`src/rtl/hci_pio_queue.sv`:
```
// PIO queue bridging a narrow CSR port and a wide controller FIFO port; DIR selects direction.
// Optional saturating error counter enabled by defining HCI_QUEUE_ERR_CNT_EN.
module hci_pio_queue #(
    parameter int DEPTH      = 64,
    parameter int FIFO_WIDTH = 64,
    parameter int CSR_WIDTH  = 32,
    parameter int DIR        = 0
) (
    input  logic                      clk_i,
    input  logic                      rst_i,
    input  logic                      req_i,
    input  logic                      req_is_wr_i,
    input  logic [CSR_WIDTH-1:0]      wdata_i,
    output logic                      wr_ack_o,
    output logic                      rd_ack_o,
    output logic [CSR_WIDTH-1:0]      rdata_o,
    output logic                      ctrl_rvalid_o,
    input  logic                      ctrl_rready_i,
    output logic [FIFO_WIDTH-1:0]     ctrl_rdata_o,
    input  logic                      ctrl_wvalid_i,
    output logic                      ctrl_wready_o,
    input  logic [FIFO_WIDTH-1:0]     ctrl_wdata_i,
    input  logic [$clog2(DEPTH):0]    thld_i,
    output logic [$clog2(DEPTH):0]    thld_o,
    output logic                      thld_trig_o,
    output logic                      full_o,
    output logic                      empty_o,
    input  logic                      reg_rst_i,
    output logic                      reg_rst_we_o,
    output logic                      reg_rst_data_o,
    output logic [15:0]               err_cnt_o
);

    localparam int BEATS = FIFO_WIDTH / CSR_WIDTH;
    localparam int AW    = $clog2(DEPTH);
    localparam int CW    = AW + 1;
    localparam int BW    = (BEATS > 1) ? $clog2(BEATS) : 1;
    localparam logic [CW-1:0] DEPTH_C   = CW'(DEPTH);
    localparam logic [BW-1:0] LAST_BEAT = BW'(BEATS - 1);

    logic [FIFO_WIDTH-1:0] mem_q [DEPTH];
    logic [AW-1:0]         wptr_q, wptr_d, rptr_q, rptr_d;
    logic [CW-1:0]         count_q, count_d;
    logic [BW-1:0]         beat_q, beat_d;
    logic [FIFO_WIDTH-1:0] wbuf_q, wbuf_d;
    logic [FIFO_WIDTH-1:0] asm_entry, push_data, head;
    logic [CSR_WIDTH-1:0]  head_slot, rdata_q, rdata_d;
    logic [CW-1:0]         thld_eff;
    logic                  wr_ack_q, wr_ack_d, rd_ack_q, rd_ack_d;
    logic                  reg_rst_we_q, reg_rst_we_d;
    logic                  thld_trig_q, thld_trig_d;
    logic                  push, pop, err_inc, full, empty, last_beat;

    assign full      = (count_q == DEPTH_C);
    assign empty     = (count_q == '0);
    assign head      = mem_q[rptr_q];
    assign last_beat = (beat_q == LAST_BEAT);

    // Current beat selects which CSR-wide slot of the entry is written or read.
    always_comb begin
        asm_entry = wbuf_q;
        head_slot = '0;
        for (int b = 0; b < BEATS; b++) begin
            if (beat_q == BW'(b)) begin
                asm_entry[b*CSR_WIDTH +: CSR_WIDTH] = wdata_i;
                head_slot = head[b*CSR_WIDTH +: CSR_WIDTH];
            end
        end
    end

    always_comb begin
        thld_eff = thld_i;
        if (thld_i == '0) begin
            thld_eff = CW'(1);
        end else if (thld_i > DEPTH_C) begin
            thld_eff = DEPTH_C;
        end
    end

    always_comb begin
        wptr_d       = wptr_q;
        rptr_d       = rptr_q;
        count_d      = count_q;
        beat_d       = beat_q;
        wbuf_d       = wbuf_q;
        push         = 1'b0;
        pop          = 1'b0;
        err_inc      = 1'b0;
        push_data    = (DIR == 0) ? asm_entry : ctrl_wdata_i;
        wr_ack_d     = req_i && req_is_wr_i;
        rd_ack_d     = req_i && !req_is_wr_i;
        rdata_d      = '0;
        reg_rst_we_d = reg_rst_i && !reg_rst_we_q;
        if (reg_rst_i) begin
            // Soft reset flushes everything; a concurrent CSR access is acked but dropped.
            wptr_d  = '0;
            rptr_d  = '0;
            count_d = '0;
            beat_d  = '0;
        end else begin
            if (DIR == 0) begin
                pop = ctrl_rready_i && !empty;
                if (req_i && req_is_wr_i) begin
                    wbuf_d = asm_entry;
                    if (last_beat) begin
                        beat_d = '0;
                        if (!full || pop) begin
                            push = 1'b1;
                        end else begin
                            err_inc = 1'b1;
                        end
                    end else begin
                        beat_d = beat_q + BW'(1);
                    end
                end
            end else begin
                push = ctrl_wvalid_i && !full;
                if (req_i && !req_is_wr_i) begin
                    if (empty) begin
                        err_inc = 1'b1;
                    end else begin
                        rdata_d = head_slot;
                        if (last_beat) begin
                            pop    = 1'b1;
                            beat_d = '0;
                        end else begin
                            beat_d = beat_q + BW'(1);
                        end
                    end
                end
            end
            if (push) begin
                wptr_d = wptr_q + AW'(1);
            end
            if (pop) begin
                rptr_d = rptr_q + AW'(1);
            end
            if (push && !pop) begin
                count_d = count_q + CW'(1);
            end else if (pop && !push) begin
                count_d = count_q - CW'(1);
            end
        end
        thld_trig_d = (DIR == 0) ? ((DEPTH_C - count_d) >= thld_eff) : (count_d >= thld_eff);
    end

    always_ff @(posedge clk_i) begin
        if (rst_i) begin
            wptr_q       <= '0;
            rptr_q       <= '0;
            count_q      <= '0;
            beat_q       <= '0;
            wbuf_q       <= '0;
            wr_ack_q     <= 1'b0;
            rd_ack_q     <= 1'b0;
            rdata_q      <= '0;
            reg_rst_we_q <= 1'b0;
            thld_trig_q  <= (DIR == 0);
        end else begin
            wptr_q       <= wptr_d;
            rptr_q       <= rptr_d;
            count_q      <= count_d;
            beat_q       <= beat_d;
            wbuf_q       <= wbuf_d;
            wr_ack_q     <= wr_ack_d;
            rd_ack_q     <= rd_ack_d;
            rdata_q      <= rdata_d;
            reg_rst_we_q <= reg_rst_we_d;
            thld_trig_q  <= thld_trig_d;
        end
    end

    always_ff @(posedge clk_i) begin
        if (push) begin
            mem_q[wptr_q] <= push_data;
        end
    end

`ifdef HCI_QUEUE_ERR_CNT_EN
    logic [15:0] err_cnt_q;

    always_ff @(posedge clk_i) begin
        if (rst_i || reg_rst_i) begin
            err_cnt_q <= '0;
        end else if (err_inc && (err_cnt_q != 16'hFFFF)) begin
            err_cnt_q <= err_cnt_q + 16'd1;
        end
    end

    assign err_cnt_o = err_cnt_q;
`else
    logic unused_err_inc;
    assign unused_err_inc = err_inc;
    assign err_cnt_o      = '0;
`endif

    assign wr_ack_o       = wr_ack_q;
    assign rd_ack_o       = rd_ack_q;
    assign rdata_o        = rdata_q;
    assign ctrl_rvalid_o  = (DIR == 0) && !empty;
    assign ctrl_rdata_o   = (DIR == 0) ? head : '0;
    assign ctrl_wready_o  = (DIR != 0) && !full;
    assign thld_o         = thld_eff;
    assign thld_trig_o    = thld_trig_q;
    assign full_o         = full;
    assign empty_o        = empty;
    assign reg_rst_we_o   = reg_rst_we_q;
    assign reg_rst_data_o = 1'b0;

endmodule

```
`config.mk`:
```
export PLATFORM = sky130hd
export DESIGN_NAME = hci_pio_queue
export DESIGN_NICKNAME = d
export VERILOG_FILES = /design/src/rtl/hci_pio_queue.sv
export SDC_FILE = /design/constraint.sdc
export NUM_CORES = 2
export LEC_CHECK = 0
export CAP_MARGIN = 20
export CORE_AREA = 5 5 546 548
export CTS_CLUSTER_DIAMETER = 120
export DETAILED_ROUTE_END_ITERATION = 8
export DIE_AREA = 0 0 551 553
export PLACE_DENSITY = 0.75
export RECOVER_POWER = 50
export SYNTH_ARGS = -nofsm -noshare
export SYNTH_HDL_FRONTEND = slang
export SYNTH_SLANG_ARGS = --single-unit
export TNS_END_PERCENT = 30
```
`constraint.sdc`:
```
create_clock -name clk_i -period 5.26 [get_ports clk_i]
set_clock_uncertainty 0.2 [all_clocks]
set_input_delay 1.052 -clock clk_i [delete_from_list [all_inputs] [get_ports clk_i]]
set_output_delay 1.052 -clock clk_i [all_outputs]
set_load 0.005 [all_outputs]
```
==> flow_summary_export.csv <==
group,metric,value,unit
clock_tree,cts_root_buf,"clkbuf_16",
clock_tree,clk_pin_slew,0.06,ns
place,place.gp.congestion,0.817,
worst_setup_path,critPathArrivalTime,4.05,ns
floorplanning,dieArea,305000,um^2
worst_setup_path,start_kind,"flip-flop",
routing,drcViolationCount,0,
min_path,min_path_type,"flip-flop to flip-flop",
routing,finalWirelength,483000,um
routing,routed_via_density,7.09,
global_route,first_global_vias,81400,
min_path,worstHoldEndpoint,"reg_rst_we_o",
power,powerDensity,368,nW/um^2
finish,final_common_cell,"edfxtp_1",
finish,final-seq-area,125000,um^2
place,dp_cells,10400,
power,ir_drop,0.307,mV
outcome,failed_checks,"capacitance limit, slew limit, setup timing",
sta,holdWs,0.229,ns
finish,final_cell_count_no_fill,11400,
synthesis,synth-edff-count,4096,
clock_tree,clk_latency,0.96,ns
min_path,min_from,"reg_rst_we_o",
finish,layout_common_cells,"edfxtp_1 (4096), mux4_2 (1344), clkbuf_16 (419)",
flow_run,max_cap_viol_count,52,
worst_setup_path,r2r-end,"mem_q[26][22]",
clock_tree,cts_tree,"yes",
sta,hold_viol_final,0,
routing,wire_per_inst,42.3,um
synthesis,seq_area_frac_synth,0.780,
finish,fin_nets,7240,
worst_setup_path,r2r.worst_path.cells,3,
synthesis,yosys_register_bits,4190,
synthesis,avgSynthCellArea,24.8,um^2
floorplanning,die_y,553,um
global_route,antenna_found_initial,24,
floorplanning,core-area,293000,um^2
min_path,min_delay_path_depth,1,
sta,slew_viol_final,3229,
sta,fmax,0.189,GHz
synthesis,yosysUniqueCellTypes,45,
power,cellLeakagePower,58.1,nW
global_route,grt_start_max_net_pins,96,
clock_tree,clock_path_buffers,4,
worst_setup_path,path_max_fanout,11,
routing,drt_first_pass_iters,6,
synthesis,yosysWarnings,0,
sta,rsz0062_at_grt,"yes",
sta,setup_ws,-0.0424,ns
place,dp_hpwl,215000,um
global_route,grtUsageTotal,0.314,
finish,fillers,17900,
clock_tree,h-tree-depth,5,
global_route,grt_overflow,0,
sta,relSlewSlack,-0.759,
routing,ant_nets,0,
finish,drive_gt1_frac,0.333,
routing,num_vias,80900,
worst_setup_path,crit_required,4.01,ns
worst_setup_path,end_kind,"output pin",
clock_tree,cts_hold_buf,0,
floorplanning,rows,199,
floorplanning,io_pins,238,
synthesis,synthFlopType,"edfxtp_1",
clock_tree,cts.sinks,4190,
sta,min_period,5.30,ns
clock_tree,cts_buffers,405,
floorplanning,initial_core_util,0.547,
floorplanning,die_x,551,um
place,portBuffers,122,
synthesis,synthCells,6446,
sta,tightest_slew,2.64,ns
global_route,grt_pass1_wl,660000,um
worst_setup_path,rrSetupSlack,0.13,ns
sta,setup_viol,10,
finish,synthToLayoutAreaGrowth,16.1,%
finish,multi_input_area,33900,um^2
sta,timing.final.crit_share,1.01,
synthesis,netlist_area,160000,um^2
worst_setup_path,timing.rr.start,"beat_q",
synthesis,ys_async_sr_fraction,0,
outcome,run_status,"complete, but fails checks",
routing,first_iter_violations,15200,
worst_setup_path,criticalPathCategory,"flip-flop to output pin",
==> cell usage after synthesis (all sizes together), types with 2 or more instances <==
library cell | number | share of area
nand2 | 29 | 0.00068
a21o | 2 | 0.000094
nor2 | 154 | 0.0036
nand3 | 7 | 0.00022
xnor2 | 10 | 0.00055
a211oi | 4 | 0.00019
a21oi | 12 | 0.00038
and2 | 2 | 0.000078
nor3b | 3 | 0.00014
nand4 | 5 | 0.00020
dfxtp | 94 | 0.012
edfxtp | 4096 | 0.77
or3 | 3 | 0.00012
ha | 12 | 0.00094
a31oi | 2 | 0.000078
mux2 | 65 | 0.0046
xor2 | 10 | 0.00055
nor4 | 4 | 0.00016
o21ai | 7 | 0.00022
nor2b | 8 | 0.00031
nand3b | 2 | 0.000094
nand2b | 3 | 0.00012
mux2i | 2 | 0.00013
and3 | 4 | 0.00016
mux4 | 1344 | 0.19
or2 | 3 | 0.00012
buf | 193 | 0.0071
inv | 12 | 0.00028
or3b | 2 | 0.00011
nor3 | 135 | 0.0042
clkbuf | 206 | 0.0048
==> worst max-delay path by stage <==
stage / slack [ns] / depth (start not counted) / end / start
3_3_place_gp: 0.43 / 8 / mem_q[24][49] / req_is_wr_i
2_1_floorplan: -0.36 / 6 / mem_q[63][0] / ctrl_rready_i
6_report: -0.04 / 8 / ctrl_rdata_o[53] / flip-flop
5_1_grt: -0.09 / 8 / ctrl_rdata_o[63] / flip-flop
4_1_cts: -0.17 / 7 / ctrl_rdata_o[42] / flip-flop
3_5_place_dp: 0.34 / 8 / mem_q[24][60] / req_is_wr_i
==> layout make-up <==
| class | count | area share |
|---|---|---|
| timing repair buffer | 615 | 0.0463 |
| antenna | 30 | 0.000404 |
| clock inverter | 240 | 0.0139 |
| multi-input combinational | 1893 | 0.183 |
| tap | 3919 | 0.0264 |
| sequential | 4190 | 0.672 |
| clock buffer | 508 | 0.0581 |
| inverter | 13 | 0.000263 |
==> sequential cells by signal, summed over array words and instances (netlist names), named ones only <==
signal        flops
mem_q          4096
wr_ack_o          1
rd_ack_o          1
thld_trig_o       1
beat_q            1
wbuf_q           64
rptr_q            6
count_q           7
reg_rst_we_o      1
wptr_q            6
==> stage by stage <==
stage / utilization / setup slack (ns) / TNS (ns) / total power, mW / instance area [um^2]
after floorplan: - / -0.355 / -1162.00 / 38.7 / 160000
after global placement: 0.580 / 0.427 / 0 / 39.2 / 170000
after detailed placement: 0.580 / 0.337 / 0 / 39.3 / 170000
after CTS: 0.632 / -0.174 / -1.67 / 68.3 / 185000
after global routing: 0.635 / -0.0932 / -7.22 / 70.3 / 186000
final: 0.635 / -0.0424 / -0.107 / 68.5 / 186000
==> worst max-delay path: stages, from the launching register on <==
cell,delay (ns)
dfxtp_4,0.46
buf_12,0.21
buf_4,0.15
buf_16,0.17
buf_4,0.17
mux4_2,0.52
mux4_2,0.54
mux4_2,0.58
dlygate4sd2_1,0.30
==> power by group <==
part | switching [mW] | internal (mW) | total [mW] | leakage, nW
registers | 0.0208 | 36.9 | 36.9 | 39.4
clock network | 13.1 | 16.6 | 29.6 | 6.50
logic | 1.22 | 0.735 | 1.96 | 12.2
total | 14.3 | 54.1 | 68.5 | 58.1
==> routing by layer <==
layer | GRT usage | share of wire | vias to the layer above
li1 | - | - | 29300
met1 | 0.402 | 0.31 | 42300
met2 | 0.495 | 0.48 | 7644
met3 | 0.0782 | 0.14 | 1693
met4 | 0.178 | 0.074 | 10
met5 | 0 | 0.00018 | -
==> what timing repair did <==
item / CTS / global route
endpoints found under the setup margin: 64 / 48
buffers inserted: 54 / 55
gates cloned: 28 / 9
resized for setup: 196 / 58
==> cell families after synthesis <==
family | after synthesis | synth area share
buffers and inverters | 412 | 0.0122
multiplexers | 1411 | 0.194
other | 1 | 0.0000234
flip-flops | 4190 | 0.780
AO/OA/AOI/OAI | 34 | 0.00134
adder cells (fa/ha/maj) | 13 | 0.00100
AND/OR/NAND/NOR | 365 | 0.0104
XOR/XNOR | 20 | 0.00109
Power figures use the tool's default switching activity.
